## config.mk

```make
export PLATFORM = sky130hd
export DESIGN_NAME = sipo_frame_ctrl
export DESIGN_NICKNAME = d
export VERILOG_FILES = /design/src/rtl/sipo_frame_ctrl.sv
export SDC_FILE = /design/constraint.sdc
export NUM_CORES = 1
export LEC_CHECK = 0
export ABC_AREA = 1
export CAP_MARGIN = 20
export CORE_MARGIN = 2
export CORE_UTILIZATION = 30
export DETAILED_ROUTE_END_ITERATION = 12
export PLACE_DENSITY_LB_ADDON = 0.3
export SLEW_MARGIN = 30
export SYNTH_ARGS = -nofsm -noshare
export SYNTH_HDL_FRONTEND = slang
export SYNTH_SLANG_ARGS = --single-unit
export TNS_END_PERCENT = 100
```

## constraint.sdc

```tcl
create_clock -name clock -period 2.5 [get_ports clock]
set_input_delay 0.5 -clock clock [delete_from_list [all_inputs] [get_ports clock]]
set_output_delay 0.5 -clock clock [all_outputs]
set_load 0.1 [all_outputs]
```

## src/rtl/sipo_frame_ctrl.sv

```systemverilog
// sipo_frame_ctrl: framed serial receiver. It waits for a start bit,
// shifts WIDTH data bits into a SIPO register (first bit ends up in the
// MSB) and checks the stop bit. Good words go into a single-entry
// holding register. The controller also keeps sticky framing/overrun
// flags and a wrapping count of delivered words.
//
// Consumer handshake: word_valid is high while the holding register is
// full. A word is transferred on any rising edge where word_valid and
// word_ready are both high. word_ready may be high at any time and has
// no effect while word_valid is low. word_out is stable while
// word_valid is high, and keeps its last value after the pop. If a new
// word is loaded on the same edge as a pop, word_valid stays high with
// the new data.
module sipo_frame_ctrl #(
  parameter int WIDTH = 4,
  parameter int CNT_W = 8
) (
  input  logic             clock,
  input  logic             reset,
  input  logic             enable,
  input  logic             serial_in,
  input  logic             word_ready,
  input  logic             err_clear,
  output logic [WIDTH-1:0] word_out,
  output logic             word_valid,
  output logic             shift_en,
  output logic             busy,
  output logic             framing_err,
  output logic             overrun_err,
  output logic [CNT_W-1:0] frame_count,
  output logic [1:0]       fsm_state
);

  typedef enum logic [1:0] {
    S_IDLE = 2'd0,
    S_DATA = 2'd1,
    S_STOP = 2'd2
  } state_t;

  localparam int BC_W = (WIDTH > 2) ? $clog2(WIDTH) : 1;
  localparam logic [BC_W-1:0] LAST_BIT = BC_W'(WIDTH - 1);

  state_t             state_q, state_d;
  logic [BC_W-1:0]    bit_cnt_q, bit_cnt_d;
  logic [WIDTH-1:0]   shreg_q, shreg_d;
  logic [WIDTH-1:0]   word_q, word_d;
  logic               valid_q, valid_d;
  logic               fe_q, fe_d;
  logic               ov_q, ov_d;
  logic [CNT_W-1:0]   count_q, count_d;

  // Set in the STOP cycle while the receiver is still armed.
  logic stop_eval;
  logic stop_good;
  logic slot_free;
  logic load;
  logic pop;
  logic fe_set;
  logic ov_set;

  // State, datapath and bookkeeping registers. Reset clears everything at once.
  always_ff @(posedge clock or posedge reset) begin
    if (reset) begin
      state_q   <= S_IDLE;
      bit_cnt_q <= '0;
      shreg_q   <= '0;
      word_q    <= '0;
      valid_q   <= 1'b0;
      fe_q      <= 1'b0;
      ov_q      <= 1'b0;
      count_q   <= '0;
    end else begin
      state_q   <= state_d;
      bit_cnt_q <= bit_cnt_d;
      shreg_q   <= shreg_d;
      word_q    <= word_d;
      valid_q   <= valid_d;
      fe_q      <= fe_d;
      ov_q      <= ov_d;
      count_q   <= count_d;
    end
  end

  // Frame sequencing: start detection, data shifting, stop-bit evaluation.
  always_comb begin
    state_d   = state_q;
    bit_cnt_d = bit_cnt_q;
    shreg_d   = shreg_q;
    stop_eval = 1'b0;
    case (state_q)
      S_IDLE: begin
        if (enable && serial_in) begin
          state_d   = S_DATA;
          bit_cnt_d = '0;
        end
      end
      S_DATA: begin
        if (!enable) begin
          state_d = S_IDLE;
        end else begin
          shreg_d   = {shreg_q[WIDTH-2:0], serial_in};
          bit_cnt_d = bit_cnt_q + 1'b1;
          if (bit_cnt_q == LAST_BIT) begin
            state_d = S_STOP;
          end
        end
      end
      S_STOP: begin
        state_d   = S_IDLE;
        stop_eval = enable;
      end
      default: begin
        state_d = S_IDLE;
      end
    endcase
  end

  // Holding register, handshake, sticky flags and frame counter.
  always_comb begin
    stop_good = stop_eval & ~serial_in;
    slot_free = ~valid_q | word_ready;
    load      = stop_good & slot_free;
    ov_set    = stop_good & ~slot_free;
    fe_set    = stop_eval & serial_in;
    pop       = valid_q & word_ready;

    valid_d   = load | (valid_q & ~pop);
    word_d    = load ? shreg_q : word_q;
    count_d   = load ? count_q + 1'b1 : count_q;
    // A flag being set on the same edge as err_clear stays set.
    fe_d      = fe_set | (fe_q & ~err_clear);
    ov_d      = ov_set | (ov_q & ~err_clear);
  end

  assign word_out    = word_q;
  assign word_valid  = valid_q;
  assign shift_en    = (state_q == S_DATA);
  assign busy        = (state_q != S_IDLE);
  assign framing_err = fe_q;
  assign overrun_err = ov_q;
  assign frame_count = count_q;
  assign fsm_state   = state_q;

endmodule

```

# Word-level counts from Yosys, hierarchy flattened
# Cells that the tools add are included.
[classes]
n_addsub = 2
n_eq_ne = 6
n_mux = 8
bitwise = 17
reduce_logical = 7
[ops]
columns = ["cell", "count"]
rows = [
  ["two-way mux 2 bit", 5],
  ["adder 8 x 1 -> 8 bit (second input constant)", 1],
  ["bitwise AND 1 bit", 8],
  ["case mux 2 bit (2 select lines)", 2],
  ["inverter 1 bit", 5],
  ["== test 2 bit (second input constant)", 2],
  ["inequality test 2 bit (second input constant)", 2],
  ["bitwise OR 1 bit", 4],
  ["AND reduction 2 bit", 2],
  ["nonzero test 2 bit", 2],
  ["inequality test 3 x 2 -> 1 bit (second input constant)", 1],
  ["AND reduction 3 bit", 1],
  ["adder 2 x 1 -> 2 bit (second input constant)", 1],
  ["== test 2 x 1 -> 1 bit (second input constant)", 1],
  ["zero test 2 bit", 1],
  ["logical AND 1 bit", 1],
  ["two-way mux 1 bit", 1],
]
[word_totals]
regBits = 23
in_bits = 6
output_inout_bits = 19
wordCells = 48

# Depth between registers and ports, before layout
# Gate-level depths: netlist of run 1.
[logic_depth]
depth_word = 5
ltp_mapped = 6
depth_no_buf = 6

# Least setup slack after synthesis of run 1
# OpenSTA, ideal clock, no wires.
[synth_timing]
kind = "reg-to-reg"
startpoint = "register state_q[0], in the netlist fsm_state[0]"
endpoint = "register shreg_q[0]"
setup_time_ps = 124
arrival_ps = 2338
required_ps = 2376
setup_slack_ps = 38
path_stages_with_launch = 7
n_path_buf = 1
period_less_slack_ps = 2462
path_cell_list = "dfrtp_1 inv_2 nor2_2 nand2_2 buf_6 nand2_1 o21ai_1"
[synth_via]
elab_chain_len = 2
[synth_rtl]
columns = ["element", "line_no", "source"]
rows = [
  ["start: declaration", "43", "state_t state_q, state_d;"],
  ["start signal: assignment", "73", "state_q <= state_d;"],
  ["== test 2 x 1 -> 1 bit", "-", ""],
  ["via shift_en", "26", "output logic shift_en,"],
  ["AND reduction 2 bit (no line)", "-", ""],
  ["end signal: assignment", "75", "shreg_q <= shreg_d;"],
  ["end: declaration", "45", "logic [WIDTH-1:0] shreg_q, shreg_d;"],
]
# The timed path passes the listed nets, and every way through them passes these cells.
# A chain may end at the register's enable or synchronous reset.

# Final worst setup path of run 1
[layout_timing]
startpoint = "register state_q[0], in the netlist fsm_state[0]"
endpoint = "output port shift_en"
[layout_via]
elab_chain_len = 1
[layout_rtl]
columns = ["element", "line_no", "source"]
rows = [
  ["== test 2 x 1 -> 1 bit", "137", "assign shift_en = (state_q == S_DATA);"],
  ["end: declaration", "26", ""],
]
# Every way passes these cells.

==> results of run 1 <==
-- routing by layer --
layer  wire [um]  up-vias  GRT usage, %
li1            -      423             -
met1         940      364          14.2
met2         910       13          17.0
met3          71        4          2.32
met4          31        0          4.08
met5           0        -             0
-- power by group through the flow --
stage	logic, uW	registers [uW]	clock network (uW)
global placement	218	448	0
CTS	219	441	178
detailed placement	218	449	0
global route	238	448	191
floorplan	109	508	0
finish	216	441	169
-- layout by cell type, fill, tap and decap left out, drive strengths merged --
cell type and count:
a21oi 1, buf 20, clkbuf 4, clkdlybuf4s50 5, dfrtp 23, ha 2
inv 16, nand2 41, nand3 8, nor2 9, o211ai 1, o21ai 8
o21bai 1, o22ai 3, xnor2 3, xor2 1
-- layout make-up --
cell class	instances	area share, %
Tap cell	46	4.33
Inverter	16	4.52
Multi-Input combinational cell	78	30.9
Timing Repair Buffer	25	15.1
Clock buffer	4	1.98
Sequential cell	23	43.3
-- sequential cells by signal, summed over array words and instances, names as in the netlist --
name	count
shreg_q	4
bit_cnt_q	2
frame_count	8
framing_err	1
word_out	4
fsm_state	2
word_valid	1
overrun_err	1
-- stage by stage --
stage / total power, uW / hold WS [ns] / instances / worst slack, ns / util (%)
finish: 826 / 0.496 / 192 / 0.686 / 39.2
detailed placement: 667 / 0.475 / 188 / 0.612 / 38.5
global route: 877 / 0.514 / 192 / 0.603 / 39.2
floorplan: 617 / 0.442 / 119 / 0.0378 / -
global placement: 665 / 0.476 / 188 / 0.651 / 38.5
CTS: 838 / 0.504 / 192 / 0.669 / 39.2
-- worst max-delay path by stage --
stage | from | end | slack [ns] | depth (start not counted)
global placement | enable | frame_count[5] | 0.65 | 7
CTS | fsm_state[0] | shift_en | 0.67 | 3
finish | fsm_state[0] | shift_en | 0.69 | 3
floorplan | fsm_state[0] | shreg_q[0] | 0.04 | 6
global route | fsm_state[0] | shift_en | 0.60 | 3
detailed placement | enable | frame_count[5] | 0.61 | 7
-- critical path, stage by stage (launching register included) --
cell     delay, ns
dfrtp_1       0.47
inv_2         0.07
nor2_2        0.15
buf_4         0.32
-- kinds of logic (layout without fill, tap and decap cells) --
kind of cell / Yosys count / in the layout / share of synthesized area (%)
AOI/OAI and AO/OA: 14 / 14 / 8.43
xor gates and xnor gates: 4 / 4 / 3.28
adders and majority gates: 2 / 2 / 2.34
buffers and inverters: 18 / 45 / 7.73
DFF: 23 / 23 / 53.9
and+or+nand+nor: 58 / 58 / 24.4
==> impl_results.md, run 1 <==
* CP max FO at 4
* Final setup viols at 0
* Yosys top cell by area: dfrtp_1
* Switching portion of total power at 36.0%
* Share of the clock period used by the worst path at 72.5%
* R2r startpoint: fsm_state[1]
* Static leakage at 0.000665 uW
* Async S/R FF share, synth at 100%
* Avg Inst Size Synth at 8.98 um2
* Post-synth EDFFs at 0
* Clock power frac at 20.5%
* Vias in the first global route at 769
* Final hold viol count at 0
* Min-Delay Endpoint: word_out[3]
* Clock Root Buffer: clkbuf_4
* Outcome: finished clean
* Register area at 576 um2
* Overall global routing resource usage at 10.7%
* Post-detail-place hpwl at 1.50 mm
* Placed Area at 1300 um2
* Area Growth Syn to Fin at 24.5%
* Yosys top cell area share at 53.9%
* First-pass GRT wire length at 3.42 mm
* Reg2Reg Depth at 6
* TritonCTS clock tree: done
* Sequential share of the synthesized area at 53.9%
* Final Cell Area at 1330 um2
* Clock-pin transition on the worst setup and hold timing paths at 0.12 ns
* Sequential power share at 53.4%
* Crit path arrival time at 1.31 ns
* Endpoint kind of the worst setup timing path: output port
* Port Buf Inserts at 24
* R2R Setup Slk at 1.26 ns
* Post-route DRC at 0
* RSZ-0062 raised after global routing: false
* Worst EP required at 2.00 ns
* Reg-to-reg endpoint: frame_count[5]
* Initial antenna violation count at 0
* Via/cell ratio at 4.19
* Final Wtd Congestion at 0.779
* Core area at 3390 um2
* Clock sink count at 23
* CTS Buf Count at 3
* CP startpoint kind: register
* H-tree levels at 1
* Post-synthesis cell area at 1070 um2
* Final nets at 155
* Rows at 21
* P_sw at 297 uW
* Initial Util at 31.5%
* Die Width at 63.7 um
* Number of fill cells in the layout at 344
* Post-CTS setup buffers at 0
* Ports at 25
* Hold depth at 2
* Register bit count reported by yosys at 23
* Post-cts resize count at 0
* Die Ht at 63.7 um
* Power Density at 621 nW/um2
* Setup TNS at 0 ns
* Worst hold start: word_out[3]
* Area contributors post-synth: dfrtp_1 54%, nand2_1 13%, inv_1 4.9%, nand3_1 3.3%, nor2_1 2.5%
* Syn Nets at 127
* DRT iter0 DRCs at 9
* Worst Tran Pin Value at 0.295 ns
* Setup Skew at 0.00275 ns
* Clock Path Buffers at 2
* Fin crit period at 1.81 ns
* Post-synth top flop: dfrtp_1
* Distinct cells, synth at 21
* Yosys warns at 0
* Wire per inst at 10.2 um
* Die area at 4060 um2
* Vias at 804
* Worst skew pair latency at 0.30 ns
* CTS Hold Buffers Added at 0
* Grt total ovfl at 0
* Crit path kind: register to output port
* Hold crit path type: register to register
* Top-count cell post-synth: nand2_1
* Syn Inst Count at 119
* Antenna Nets Post-Route at 0
* Comb power frac at 26.1%
* Peak VDD IR at 0.261 mV
* Largest net degree at the start of global routing at 24
* DR pass1 iterations at 4
* Area occupied by multi-input gates at 410 um2
* Int Power at 529 uW
* Slew HR at 80.3%
* Most frequent cells after synthesis: 37 x nand2_1, 23 x dfrtp_1, 14 x inv_1
* Total wire length at 1.95 mm
* Achievable frequency at 0.551 GHz
* Antenna diode count at 0
* Final Max Tran Viols at 0
* Max cap viols at 0
* Layout cell share with drive strength beyond 1 at 24.0%
Power figures use the tool's default switching activity.
==> inputs of run 2 (changes only) <==
- clock period: 2.5 -> 1.6 ns (I/O delays scaled with it)
==> impl_results.md, run 2 (same netlist as run 1, synthesis figures left out) <==
* Post-route DRC at 0 (unchanged)
* Final nets at 158 (+1.9%)
* Clock-pin transition on the worst setup and hold timing paths at 0.13 ns (about the same)
* Final setup viols at 0 (unchanged)
* Endpoint kind of the worst setup timing path: output port
* Number of flip-flops in the largest register at 8 (unchanged)
* Clock Root Buffer: clkbuf_4
* Antenna diode count at 0 (unchanged)
* Worst EP required at 1.28 ns (-0.72 ns)
* Peak VDD IR at 0.452 mV (+73%)
* Largest net degree at the start of global routing at 24 (unchanged)
* Layout cell share with drive strength beyond 1 at 31.5% (+7.6 points)
* Placed cells at 191 (+1.6%)
* Final Wtd Congestion at 0.731 (-6.1%)
* Slew HR at 80.7% (+0.39 points)
* Post-cts resize count at 0 (unchanged)
* Outcome: finished clean
* First-pass GRT wire length at 3.91 mm (+14%)
* Worst Tran Pin Value at 0.288 ns (-0.00714 ns)
* Rows at 21 (unchanged)
* Initial Util at 31.5% (unchanged)
* Most frequent cells in the layout: 36 x nand2_1, 19 x buf_12, 16 x dfrtp_1
* Grt total ovfl at 0 (unchanged)
* Total wire length at 2.09 mm (+7.0%)
* Port Buf Inserts at 24 (unchanged)
* Final Max Tran Viols at 0 (unchanged)
* Crit path kind: register to output port
* Area Growth Syn to Fin at 50.9%
* Commonest non-fill, non-tap cell in the layout: nand2_1
* WHS at 0.338 ns (-0.158 ns)
* Die Ht at 63.7 um (unchanged)
* Vias in the first global route at 939 (+22%)
* Overall global routing resource usage at 12.1% (+1.4 points)
* TritonCTS clock tree: done
* Initial antenna violation count at 0 (unchanged)
* Fin crit period at 1.53 ns
* Ports at 25 (unchanged)
* Clock Path Buffers at 2 (unchanged)
* CTS Buf Count at 3 (unchanged)
* RSZ-0062 raised after global routing: false
* CP startpoint kind: register
* Achievable frequency at 0.653 GHz
* Die area at 4060 um2 (unchanged)
* Core area at 3390 um2 (unchanged)
* Share of the clock period used by the worst path at 95.7%
* Final hold viol count at 0 (unchanged)
* DR pass1 iterations at 4 (unchanged)
* Post-detail-place hpwl at 1.64 mm (+9.9%)
* Antenna Nets Post-Route at 0 (unchanged)
* Clock sink count at 23 (unchanged)
* CTS Hold Buffers Added at 0 (unchanged)
* Power Density at 853 nW/um2 (+37%)
* Wire per inst at 10.7 um (+5.4%)
* Setup Skew at 0.00420 ns (+0.00145 ns)
* Die Width at 63.7 um (unchanged)
* Vias at 858 (+6.7%)
* Number of fill cells in the layout at 314 (-8.7%)
* Max cap viols at 0 (unchanged)
* Via/cell ratio at 4.40 (+5.1%)
* Post-CTS setup buffers at 0 (unchanged)
* DRT iter0 DRCs at 16 (+7)
* Post-Layout Cell Count at 195 (+1.6%)
* Crit path arrival time at 1.21 ns (-0.10 ns)
* Worst skew pair latency at 0.30 ns (about the same)
* Hold crit path type: input pin to asynchronous set/reset pin
* CP max FO at 4 (unchanged)
* H-tree levels at 1 (unchanged)
* Static leakage at 0.000734 uW (+10%)
==> run 2: cell count changes in the layout (fill, tap and decap cells not counted), moves of 6 or more <==
| cell | previous run | this run |
|---|---|---|
| buf_12 | 0 | 19 |
| buf_4 | 20 | 4 |
| dfrtp_1 | 23 | 16 |
| dfrtp_2 | 0 | 6 |
==> run 2: power by group <==
part / internal, uW / switching (uW)
clock network: 93.1 / 173
logic: 146 / 263
registers: 649 / 52.7
total: 888 / 489
==> run 2: layer usage <==
metal / share of wire, % / track usage (%)
met1: 45 / 14.8
met2: 50 / 20.1
met3: 5.0 / 2.32
met4: 0.72 / 5.98
met5: 0 / 0
==> run 2: critical path: stages, from the launching register on <==
cell	delay [ns]
dfrtp_4	0.50
inv_4	0.06
nor2_4	0.16
buf_12	0.19
==> run 2: cell type report <==
cell class | instances | area, um2 | share of cell area, %
flip-flops and latches | 23 | 587 | 36.4
repair buffers | 28 | 460 | 28.5
multi-input cells | 78 | 418 | 25.9
inverters | 16 | 62.6 | 3.88
well taps | 46 | 57.6 | 3.57
clock buffers | 3 | 22.5 | 1.40
clock inverters | 1 | 5.00 | 0.310
==> run 2: through the flow <==
stage	area (um2)	total power, uW	setup TNS (ns)	setup WS (ns)	utilization (%)
after floorplan	1090	975	-0.699	-0.124	-
after global placement	1590	1120	-0.0821	-0.0181	46.8
after detailed placement	1590	1130	-0.649	-0.0967	46.8
after CTS	1610	1390	0	0.0551	47.6
after global routing	1610	1460	0	0.0129	47.6
final	1610	1380	0	0.0685	47.6
==> run 2: worst paths after layout <==
check | start | to | slack (ns) | cells past startpoint
max | fsm_state[0] | shift_en | 0.07 | 3
min | reset | frame_count[3] | 0.34 | 3
max reg2reg | fsm_state[0] | frame_count[7] | 0.33 | 4
min reg2reg | bit_cnt_q[0] | bit_cnt_q[0] | 0.48 | 1
max in group asynchronous | reset | fsm_state[0] | 1.00 | 3
min in group clock | bit_cnt_q[0] | bit_cnt_q[0] | 0.48 | 1
